**src/rtl/lsu_mem_ctrl_if.sv**
```systemverilog
// Data-memory bus between the load/store unit and memory.
// Uses a req/ack handshake; read data is valid in the ack cycle.
interface lsu_mem_ctrl_if;
  logic        o_mem_req;
  logic        o_mem_we;
  logic [31:0] o_mem_addr;
  logic [31:0] o_mem_wdata;
  logic [3:0]  o_mem_bmask;
  logic        i_mem_ack;
  logic [31:0] i_mem_rdata;

  modport master (
    output o_mem_req, o_mem_we, o_mem_addr, o_mem_wdata, o_mem_bmask,
    input  i_mem_ack, i_mem_rdata
  );

  modport slave (
    input  o_mem_req, o_mem_we, o_mem_addr, o_mem_wdata, o_mem_bmask,
    output i_mem_ack, i_mem_rdata
  );
endinterface

```
**src/rtl/lsu_mem_ctrl.sv**
```systemverilog
// MEM-stage load/store unit: legality check, store formatting, and a bus access with timeout.
// Also performs load extraction, and stalls the pipeline while an access is outstanding.
module lsu_mem_ctrl #(
  parameter int unsigned MAX_WAIT = 16
) (
  input  logic        i_clk,
  input  logic        i_rst_n,
  input  logic        i_lsu_req,
  input  logic        i_lsu_wren,
  input  logic [2:0]  i_funct3,
  input  logic [31:0] i_lsu_addr,
  input  logic [31:0] i_st_data,
  output logic        o_lsu_busy,
  output logic        o_ld_valid,
  output logic [31:0] o_ld_data,
  output logic        o_lsu_err,
  lsu_mem_ctrl_if.master mem
);

  typedef enum logic [1:0] {IDLE, ACCESS, RESP} state_t;

  state_t      state, state_nx;
  logic [7:0]  wait_cnt;
  logic [29:0] addr_q;
  logic        we_q;
  logic [1:0]  size_q;
  logic        uns_q;
  logic [1:0]  off_q;
  logic [31:0] wdata_q;
  logic [3:0]  bmask_q;
  logic        err_q;
  logic [31:0] ld_data_q;

  logic        legal;
  logic [3:0]  st_bmask;
  logic [31:0] st_wdata;
  logic [7:0]  ld_byte;
  logic [15:0] ld_half;
  logic [31:0] ld_ext;
  logic        busy_c;
  logic        timeout;

  assign timeout = (wait_cnt == 8'(MAX_WAIT - 1));

  always_comb begin
    legal = 1'b1;
    case (i_funct3)
      3'b000, 3'b100: ;
      3'b001, 3'b101: if (i_lsu_addr[0]) legal = 1'b0;
      3'b010:         if (i_lsu_addr[1:0] != 2'b00) legal = 1'b0;
      default:        legal = 1'b0;
    endcase
    if (i_lsu_wren && i_funct3[2]) legal = 1'b0;
  end

  always_comb begin
    st_bmask = 4'b1111;
    st_wdata = i_st_data;
    if (i_lsu_wren) begin
      case (i_funct3[1:0])
        2'b00: begin
          st_bmask = 4'b0001 << i_lsu_addr[1:0];
          st_wdata = {4{i_st_data[7:0]}};
        end
        2'b01: begin
          st_bmask = i_lsu_addr[1] ? 4'b1100 : 4'b0011;
          st_wdata = {2{i_st_data[15:0]}};
        end
        default: ;
      endcase
    end
  end

  // Extraction works on the raw bus data in the ack cycle, so the result is registered only once.
  always_comb begin
    ld_byte = mem.i_mem_rdata[{off_q, 3'b000} +: 8];
    ld_half = mem.i_mem_rdata[{off_q[1], 4'b0000} +: 16];
    case (size_q)
      2'b00:   ld_ext = {{24{~uns_q & ld_byte[7]}}, ld_byte};
      2'b01:   ld_ext = {{16{~uns_q & ld_half[15]}}, ld_half};
      default: ld_ext = mem.i_mem_rdata;
    endcase
  end

  always_ff @(posedge i_clk or negedge i_rst_n) begin
    if (!i_rst_n) state <= IDLE;
    else          state <= state_nx;
  end

  always_comb begin
    state_nx = state;
    busy_c   = 1'b0;
    case (state)
      IDLE: begin
        busy_c = i_lsu_req;
        if (i_lsu_req) state_nx = legal ? ACCESS : RESP;
      end
      ACCESS: begin
        busy_c = 1'b1;
        if (mem.i_mem_ack || timeout) state_nx = RESP;
      end
      RESP:    state_nx = IDLE;
      default: state_nx = IDLE;
    endcase
  end

  always_ff @(posedge i_clk or negedge i_rst_n) begin
    if (!i_rst_n) begin
      wait_cnt  <= '0;
      addr_q    <= '0;
      we_q      <= 1'b0;
      size_q    <= '0;
      uns_q     <= 1'b0;
      off_q     <= '0;
      wdata_q   <= '0;
      bmask_q   <= '0;
      err_q     <= 1'b0;
      ld_data_q <= '0;
    end else begin
      case (state)
        IDLE: begin
          if (i_lsu_req) begin
            if (legal) begin
              addr_q   <= i_lsu_addr[31:2];
              we_q     <= i_lsu_wren;
              size_q   <= i_funct3[1:0];
              uns_q    <= i_funct3[2];
              off_q    <= i_lsu_addr[1:0];
              wdata_q  <= st_wdata;
              bmask_q  <= st_bmask;
              err_q    <= 1'b0;
              wait_cnt <= '0;
            end else begin
              err_q    <= 1'b1;
            end
          end
        end
        ACCESS: begin
          // A late ack still completes the access even on the timeout cycle.
          if (mem.i_mem_ack) begin
            if (!we_q) ld_data_q <= ld_ext;
          end else if (timeout) begin
            err_q <= 1'b1;
          end else begin
            wait_cnt <= wait_cnt + 8'd1;
          end
        end
        default: ;
      endcase
    end
  end

  // Busy is gated by reset so every output is zero while reset is held.
  assign o_lsu_busy      = busy_c & i_rst_n;
  assign o_ld_valid      = (state == RESP) & ~err_q & ~we_q;
  assign o_lsu_err       = (state == RESP) & err_q;
  assign o_ld_data       = ld_data_q;
  assign mem.o_mem_req   = (state == ACCESS);
  assign mem.o_mem_we    = we_q;
  assign mem.o_mem_addr  = {addr_q, 2'b00};
  assign mem.o_mem_wdata = wdata_q;
  assign mem.o_mem_bmask = bmask_q;

endmodule

```
**src/flat_wrapper.sv**
```systemverilog
// flat-port wrapper written by rule: the top's interface ports become plain ports
module lsu_mem_ctrl_flat 
#(
  parameter int unsigned MAX_WAIT = 16
)
  (i_clk, i_rst_n, i_lsu_req, i_lsu_wren, i_funct3, i_lsu_addr, i_st_data, o_lsu_busy, o_ld_valid, o_ld_data, o_lsu_err, mem_o_mem_req, mem_o_mem_we, mem_o_mem_addr, mem_o_mem_wdata, mem_o_mem_bmask, mem_i_mem_ack, mem_i_mem_rdata);
  lsu_mem_ctrl_if mem_i ();
  input  logic i_clk;
  input  logic i_rst_n;
  input  logic i_lsu_req;
  input  logic i_lsu_wren;
  input  logic [2:0] i_funct3;
  input  logic [31:0] i_lsu_addr;
  input  logic [31:0] i_st_data;
  output logic o_lsu_busy;
  output logic o_ld_valid;
  output logic [31:0] o_ld_data;
  output logic o_lsu_err;
  output wire logic [$bits(mem_i.o_mem_req)-1:0] mem_o_mem_req;
  output wire logic [$bits(mem_i.o_mem_we)-1:0] mem_o_mem_we;
  output wire logic [$bits(mem_i.o_mem_addr)-1:0] mem_o_mem_addr;
  output wire logic [$bits(mem_i.o_mem_wdata)-1:0] mem_o_mem_wdata;
  output wire logic [$bits(mem_i.o_mem_bmask)-1:0] mem_o_mem_bmask;
  input wire logic [$bits(mem_i.i_mem_ack)-1:0] mem_i_mem_ack;
  input wire logic [$bits(mem_i.i_mem_rdata)-1:0] mem_i_mem_rdata;
  assign mem_o_mem_req = mem_i.o_mem_req;
  assign mem_o_mem_we = mem_i.o_mem_we;
  assign mem_o_mem_addr = mem_i.o_mem_addr;
  assign mem_o_mem_wdata = mem_i.o_mem_wdata;
  assign mem_o_mem_bmask = mem_i.o_mem_bmask;
  assign mem_i.i_mem_ack = mem_i_mem_ack;
  assign mem_i.i_mem_rdata = mem_i_mem_rdata;
  lsu_mem_ctrl #(.MAX_WAIT(MAX_WAIT)) u_core (.i_clk(i_clk), .i_rst_n(i_rst_n), .i_lsu_req(i_lsu_req), .i_lsu_wren(i_lsu_wren), .i_funct3(i_funct3), .i_lsu_addr(i_lsu_addr), .i_st_data(i_st_data), .o_lsu_busy(o_lsu_busy), .o_ld_valid(o_ld_valid), .o_ld_data(o_ld_data), .o_lsu_err(o_lsu_err), .mem(mem_i));
endmodule
```
**config.mk**
```make
export PLATFORM = sky130hd
export DESIGN_NAME = lsu_mem_ctrl_flat
export DESIGN_NICKNAME = d
export VERILOG_FILES = /design/src/rtl/lsu_mem_ctrl_if.sv /design/src/rtl/lsu_mem_ctrl.sv /design/src/flat_wrapper.sv
export SDC_FILE = /design/constraint.sdc
export NUM_CORES = 1
export LEC_CHECK = 0
export ABC_AREA = 1
export CELL_PAD_IN_SITES_DETAIL_PLACEMENT = 1
export CELL_PAD_IN_SITES_GLOBAL_PLACEMENT = 1
export CORE_MARGIN = 3
export CORE_UTILIZATION = 28
export DETAILED_ROUTE_END_ITERATION = 10
export HOLD_SLACK_MARGIN = 0.15
export PLACE_DENSITY_LB_ADDON = 0.1
export RECOVER_POWER = 100
export SETUP_SLACK_MARGIN = 0.15
export SYNTH_ARGS = -nofsm -noshare
export SYNTH_HDL_FRONTEND = slang
export SYNTH_SLANG_ARGS = --single-unit
```
**constraint.sdc**
```tcl
create_clock -name i_clk -period 1.3 [get_ports i_clk]
set_input_delay 0.39 -clock i_clk [delete_from_list [all_inputs] [get_ports i_clk]]
set_output_delay 0.39 -clock i_clk [all_outputs]
set_load 0.1 [all_outputs]
```
==> flow_summary.yaml, run 1 <==
run_status:
  outcome: "finished, violations left"
  violations: "negative setup slack"
min_path:
  min_path_type: "primary input to asynchronous set/reset pin"
drt:
  first_pass_iters: 4
  drc: 0
  vias_per_cell: 4.59
  via_count: 6301
  drt-initial-drc-count: 220
  wirelength_mm: 24.9
  wl_per_cell_um: 18.1
  postRouteAntennaNets: 0
global_routing:
  grt_pass1_wl_mm: 37.9
  grt_start_max_net_pins: 74
  overflow: 0
  first_global_vias: 6824
  antenna_found_initial: 0
  grt.total_usage_pct: 22.0
floorplanning:
  io_pins: 209
  die_area_um2: 21900
  die-width_um: 148
  fp.dieH_um: 148
  core_area_um2: 19700
  initial_core_util_pct: 28.7
  rows: 51
clocking:
  postCtsHoldBufs: 0
  cts_tree: "yes"
  cts_buffer_depth: 2
  numCtsBuffers: 17
  cts-root-buf: "clkbuf_16"
  htreeDepth: 4
  clkTransAtPathRegs_ns: 0.06
  numClockSinks: 115
  clk-insertion-delay-late_ns: 0.42
sta:
  hold_viol_final: 0
  fin_worst_skew_ns: 0.0129
  fin_setup_tns_ns: -54.50
  tightestPinTransition_ns: 1.02
  rsz0062_at_grt: "yes"
  worst_slack_ns: -0.522
  setup_violations: 285
  fin_crit_ns: 1.82
  slew_viol_final: 0
  period_share_pct: 140
  relSlewSlack_pct: 32.3
  fmax_mhz: 549
final_layout:
  layout.nets: 1202
  mostFrequentLayoutCells: "nand2_1 (304), buf_12 (121), clkdlybuf4s50_1 (101)"
  mostFrequentLayoutCell: "nand2_1"
  nFillCells: 2203
  synthToLayoutAreaGrowth_pct: 106
  antennaDiodeCount: 0
  drive_gt1_share_pct: 42.4
critical_path:
  end_kind: "output port"
  cp_max_fo: 4
  cp_data_required_time_ns: 0.91
  worst_r2r_path_depth: 12
  crit_start: "u_core.state[0]$_DFFE_PN0P_"
  arrival_ns: 1.43
  critical_path_class: "register to output port"
  worstSetupStartpointType: "register"
  reg2reg_from: "u_core.state[0]$_DFFE_PN0P_"
place:
  io_buffers: 206
  dp_hpwl_mm: 15.8
  gp_congestion: 0.779
run:
  drv_cap: 0
synth:
  yosys.area.top_type: "dfrtp_1"
  ys_ff_latch: 115
  avgSynthCellArea_um2: 7.37
  synth_area_um2: 5640
  yosysTopAreaCellShare_pct: 51.0
  seq_area_frac_synth_pct: 51.0
  ys_types: 25
  synth_area_leaders: "dfrtp_1 (51%), nand2_1 (24%), o21ai_0 (5.1%), a21oi_1 (4.2%), nor2_1 (3.4%)"
  yosys_warnings: 0
  postSynthCellCount: 765
==> registers in the layout (all words and copies together) (netlist names) <==
signal and count:
u_core.o_ld_data 32, u_core.uns_q 1, u_core.err_q 1, u_core.wait_cnt 8, u_core.size_q 2, u_core.mem.o_mem_wdata 32, u_core.state 2, u_core.addr_q 30
u_core.off_q 2, u_core.mem.o_mem_bmask 4, u_core.mem.o_mem_we 1
==> critical path: stages, from the launching register on <==
cell and delay [ns]:
dfrtp_2 0.44, buf_4 0.15, nand2_4 0.06, buf_8 0.10, clkinvlp_4 0.09, buf_12 0.17
==> cell families (layout without fill, tap and decap cells) <==
| kind of cell | after synthesis | count (layout) | share of synthesized area, % |
|---|---|---|---|
| simple gates | 453 | 454 | 32.0 |
| flops | 115 | 115 | 51.0 |
| xor+xnor | 1 | 1 | 0.155 |
| compound gates | 106 | 106 | 9.54 |
| buf+inv | 88 | 430 | 7.01 |
| other cells | 1 | 2 | 0.0665 |
| fa+ha+maj | 1 | 1 | 0.222 |
==> path summary, 6_finish.rpt <==
check / endpoint / slack, ns
max in group asynchronous: u_core.o_ld_data[19]$_DFFE_PN0P_ / -0.07
setup reg to reg: u_core.addr_q[6]$_DFFE_PN0P_ / -0.50
min in group i_clk: u_core.addr_q[29]$_DFFE_PN0P_ / 0.51
hold reg to reg: u_core.mem.o_mem_wdata[31]$_DFFE_PN0P_ / 0.51
hold / removal: u_core.o_ld_data[0]$_DFFE_PN0P_ / 0.51
setup / recovery: mem_o_mem_req / -0.52
==> what timing repair did <==
item	CTS	global route
resized for setup	64	64
buffers inserted	29	22
cloned	14	3
endpoints found under the setup margin	218	218
pin swaps	6	10
==> synth_stat cells, drive strengths merged <==
master,n
o21ai,57
clkbuf,14
nor2,52
dfrtp,115
nor3,1
or2,9
conb,1
nor3b,2
clkinv,1
a21oi,49
ha,1
nand2,359
inv,47
buf,26
xor2,1
nand4,1
nand3b,1
nand3,28
==> stage by stage <==
step | hold slack [ns] | utilization [%] | std cells | setup WS, ns | area, um2
global route | 0.527 | 59.2 | 1374 | -0.575 | 11600
floorplan | 0.0944 | - | 766 | -0.536 | 5960
CTS | 0.176 | 57.1 | 1349 | -0.528 | 11200
global placement | 0.500 | 49.8 | 1275 | -0.698 | 9780
finish | 0.511 | 59.2 | 1374 | -0.522 | 11600
detailed placement | 0.503 | 49.8 | 1275 | -0.752 | 9780
==> layer usage <==
layer	vias to the layer above	track usage (%)	routed length, um
li1	3051	-	-
met4	0	5.91	212
met1	3071	27.0	10400
met5	-	0	0
met3	15	5.58	1270
met2	164	38.6	13000
==> area by class of cell <==
class / instances / area, um2 / share of cell area, %
Sequential cell: 115 / 3010 / 25.8
Multi-Input combinational cell: 564 / 2710 / 23.3
Clock inverter: 9 / 81.3 / 0.699
Inverter: 48 / 203 / 1.74
Clock buffer: 22 / 474 / 4.08
Tap cell: 265 / 332 / 2.85
Timing Repair Buffer: 351 / 4830 / 41.5
Power of run 1 is left out: the tool's default activity adds up to more than one toggle a clock period on the data nets, which glitch-free logic cannot reach.
==> run 2: changes to the inputs <==
Settings changed: CORE_UTILIZATION 28 to 40, DONT_BUFFER_PORTS set to 1.
==> run 2 against run 1 <==
  * Sequential cell count is the same
  * The flow finishes with violations (negative hold slack, negative setup slack)
  * First-iteration DRC count grew to 5.8 times the previous value
  * Die area shrank 29%
  * Non-clock buffer count shrank 172
  * Critical path depth grew 1
  * Critical path type is now register to register
  * Final cell count shrank 18%
  * Fmax shrank 18%
  * Cell area shrank 16%
==> flow_summary.yaml, run 2 (synthesis gave the netlist of run 1 again) <==
run_status:
  outcome: "finished, violations left"
  violations: "negative hold slack, negative setup slack"
run:
  drv_cap: 0
sta:
  slew_viol_final: 0
  hold_ws_ns: -0.379
  fin_setup_tns_ns: -79.66
  hold_viol_final: 115
  fmax_mhz: 448
  relSlewSlack_pct: 46.3
  fin_worst_skew_ns: 0.0158
  setup_violations: 218
  worst_slack_ns: -0.934
  rsz0062_at_grt: "yes"
  tightestPinTransition_ns: 0.797
  fin_crit_ns: 2.23
  period_share_pct: 172
critical_path:
  path_cells: "buf_4 -> o21ai_0 -> nand2_1 -> nand3_2 -> nand2_1 -> inv_1"
  cp_common_cell: "nand2_1"
  cp_max_fo: 19
  cp_data_required_time_ns: 1.67
  worst_r2r_path_depth: 6
  worstSetupStartpointType: "register"
  crit_path_top_delay_cell: "o21ai_0"
  arrival_ns: 2.60
  end_kind: "register"
  critical_path_class: "register to register"
  max_stage_delay_ns: 0.67
drt:
  vias_per_cell: 7.17
  first_pass_iters: 7
  wl_per_cell_um: 40.3
  via_count: 8054
  wirelength_mm: 45.3
  postRouteAntennaNets: 0
  drt-initial-drc-count: 1286
  drc: 0
floorplanning:
  core_area_um2: 13500
  die-width_um: 125
  io_pins: 209
  rows: 42
  die_area_um2: 15600
  fp.dieH_um: 125
  initial_core_util_pct: 41.8
place:
  dp_hpwl_mm: 13.8
  post-place-ws_ns: -0.238
  io_buffers: 0
  dpl_cell_area_um2: 6930
  gp_congestion: 0.838
final_layout:
  mostFrequentLayoutCell: "nand2_1"
  nFillCells: 1417
  layout.nets: 1031
  drive_gt1_share_pct: 43.3
  mostFrequentLayoutCells: "nand2_1 (330), dfrtp_4 (69), buf_4 (61)"
  stdcell_area_um2: 9720
  synthToLayoutAreaGrowth_pct: 72.4
clocking:
  numCtsBuffers: 17
  clk-insertion-delay-late_ns: 0.46
  numClockSinks: 115
  htreeDepth: 4
  cts_buffer_depth: 2
  cts_tree: "yes"
  cts-root-buf: "clkbuf_16"
  postCtsHoldBufs: 41
  clkTransAtPathRegs_ns: 0.07
global_routing:
  antenna_found_initial: 3
  use_met1_pct: 40.8
  grt_pass1_wl_mm: 43.3
  grt_start_max_net_pins: 117
  overflow: 0
  grt_util_met3_pct: 9.82
  gr-max-usage-layer: "met2"
  grt.total_usage_pct: 36.0
  first_global_vias: 7110
  grtUsageMet2_pct: 63.7
min_path:
  min_path_type: "primary input to asynchronous set/reset pin"
run 2: layer usage:
metal  wire length [um]  vias to the layer above
met5                 26                        -
met1              13100                     3737
li1                   -                     2710
met2              19000                     1087
met3               6590                      516
met4               6550                        4
run 2: final timing paths:
path                                         startpoint                                    end  slack (ns)
max in group asynchronous                       i_rst_n  u_core.mem.o_mem_wdata[8]$_DFFE_PN0P_        1.52
hold reg to reg            u_core.addr_q[0]$_DFFE_PN0P_           u_core.addr_q[0]$_DFFE_PN0P_        0.58
setup reg to reg            u_core.off_q[1]$_DFFE_PN0P_        u_core.o_ld_data[3]$_DFFE_PN0P_       -0.93
setup / recovery            u_core.off_q[1]$_DFFE_PN0P_        u_core.o_ld_data[3]$_DFFE_PN0P_       -0.93
min in group i_clk                  mem_i_mem_rdata[28]       u_core.o_ld_data[28]$_DFFE_PN0P_        0.16
hold / removal                                  i_rst_n          u_core.addr_q[17]$_DFFE_PN0P_       -0.38
run 2: what timing repair did:
| action | in CTS | in global routing |
|---|---|---|
| setup buffers | 26 | 20 |
| pin swaps | 36 | 27 |
| gates cloned | 12 | 1 |
| resized for setup | 215 | 68 |
| setup endpoints to repair | 218 | 218 |
| hold endpoints to repair | 156 | 115 |
run 2: area by class of cell:
cell class                      count  area, um2  area share (%)
Antenna cell                        9       22.5           0.232
Timing Repair Buffer              179       2370            24.4
Tap cell                          176        220            2.27
Sequential cell                   115       3180            32.7
Clock inverter                     13        229            2.36
Multi-Input combinational cell    565       3050            31.3
Inverter                           48        214            2.20
Clock buffer                       19        443            4.56
run 2: per-stage QoR:
step / instances / utilization [%] / hold slack [ns]
floorplan: 766 / - / 0.0944
finish: 1124 / 72.0 / -0.379
global route: 1124 / 72.0 / -0.385
detailed placement: 983 / 51.3 / 0.0985
global placement: 983 / 51.3 / 0.0975
CTS: 1094 / 68.4 / -0.351
run 2: critical path: cells and delay by family (launching register included):
family | cells | cell delay [ns]
AOI/OAI and AO/OA | 1 | 0.67
buffers and inverters | 2 | 0.38
DFF | 1 | 0.49
and+or+nand+nor | 3 | 0.60
Power of run 2 is left out for the same reason.
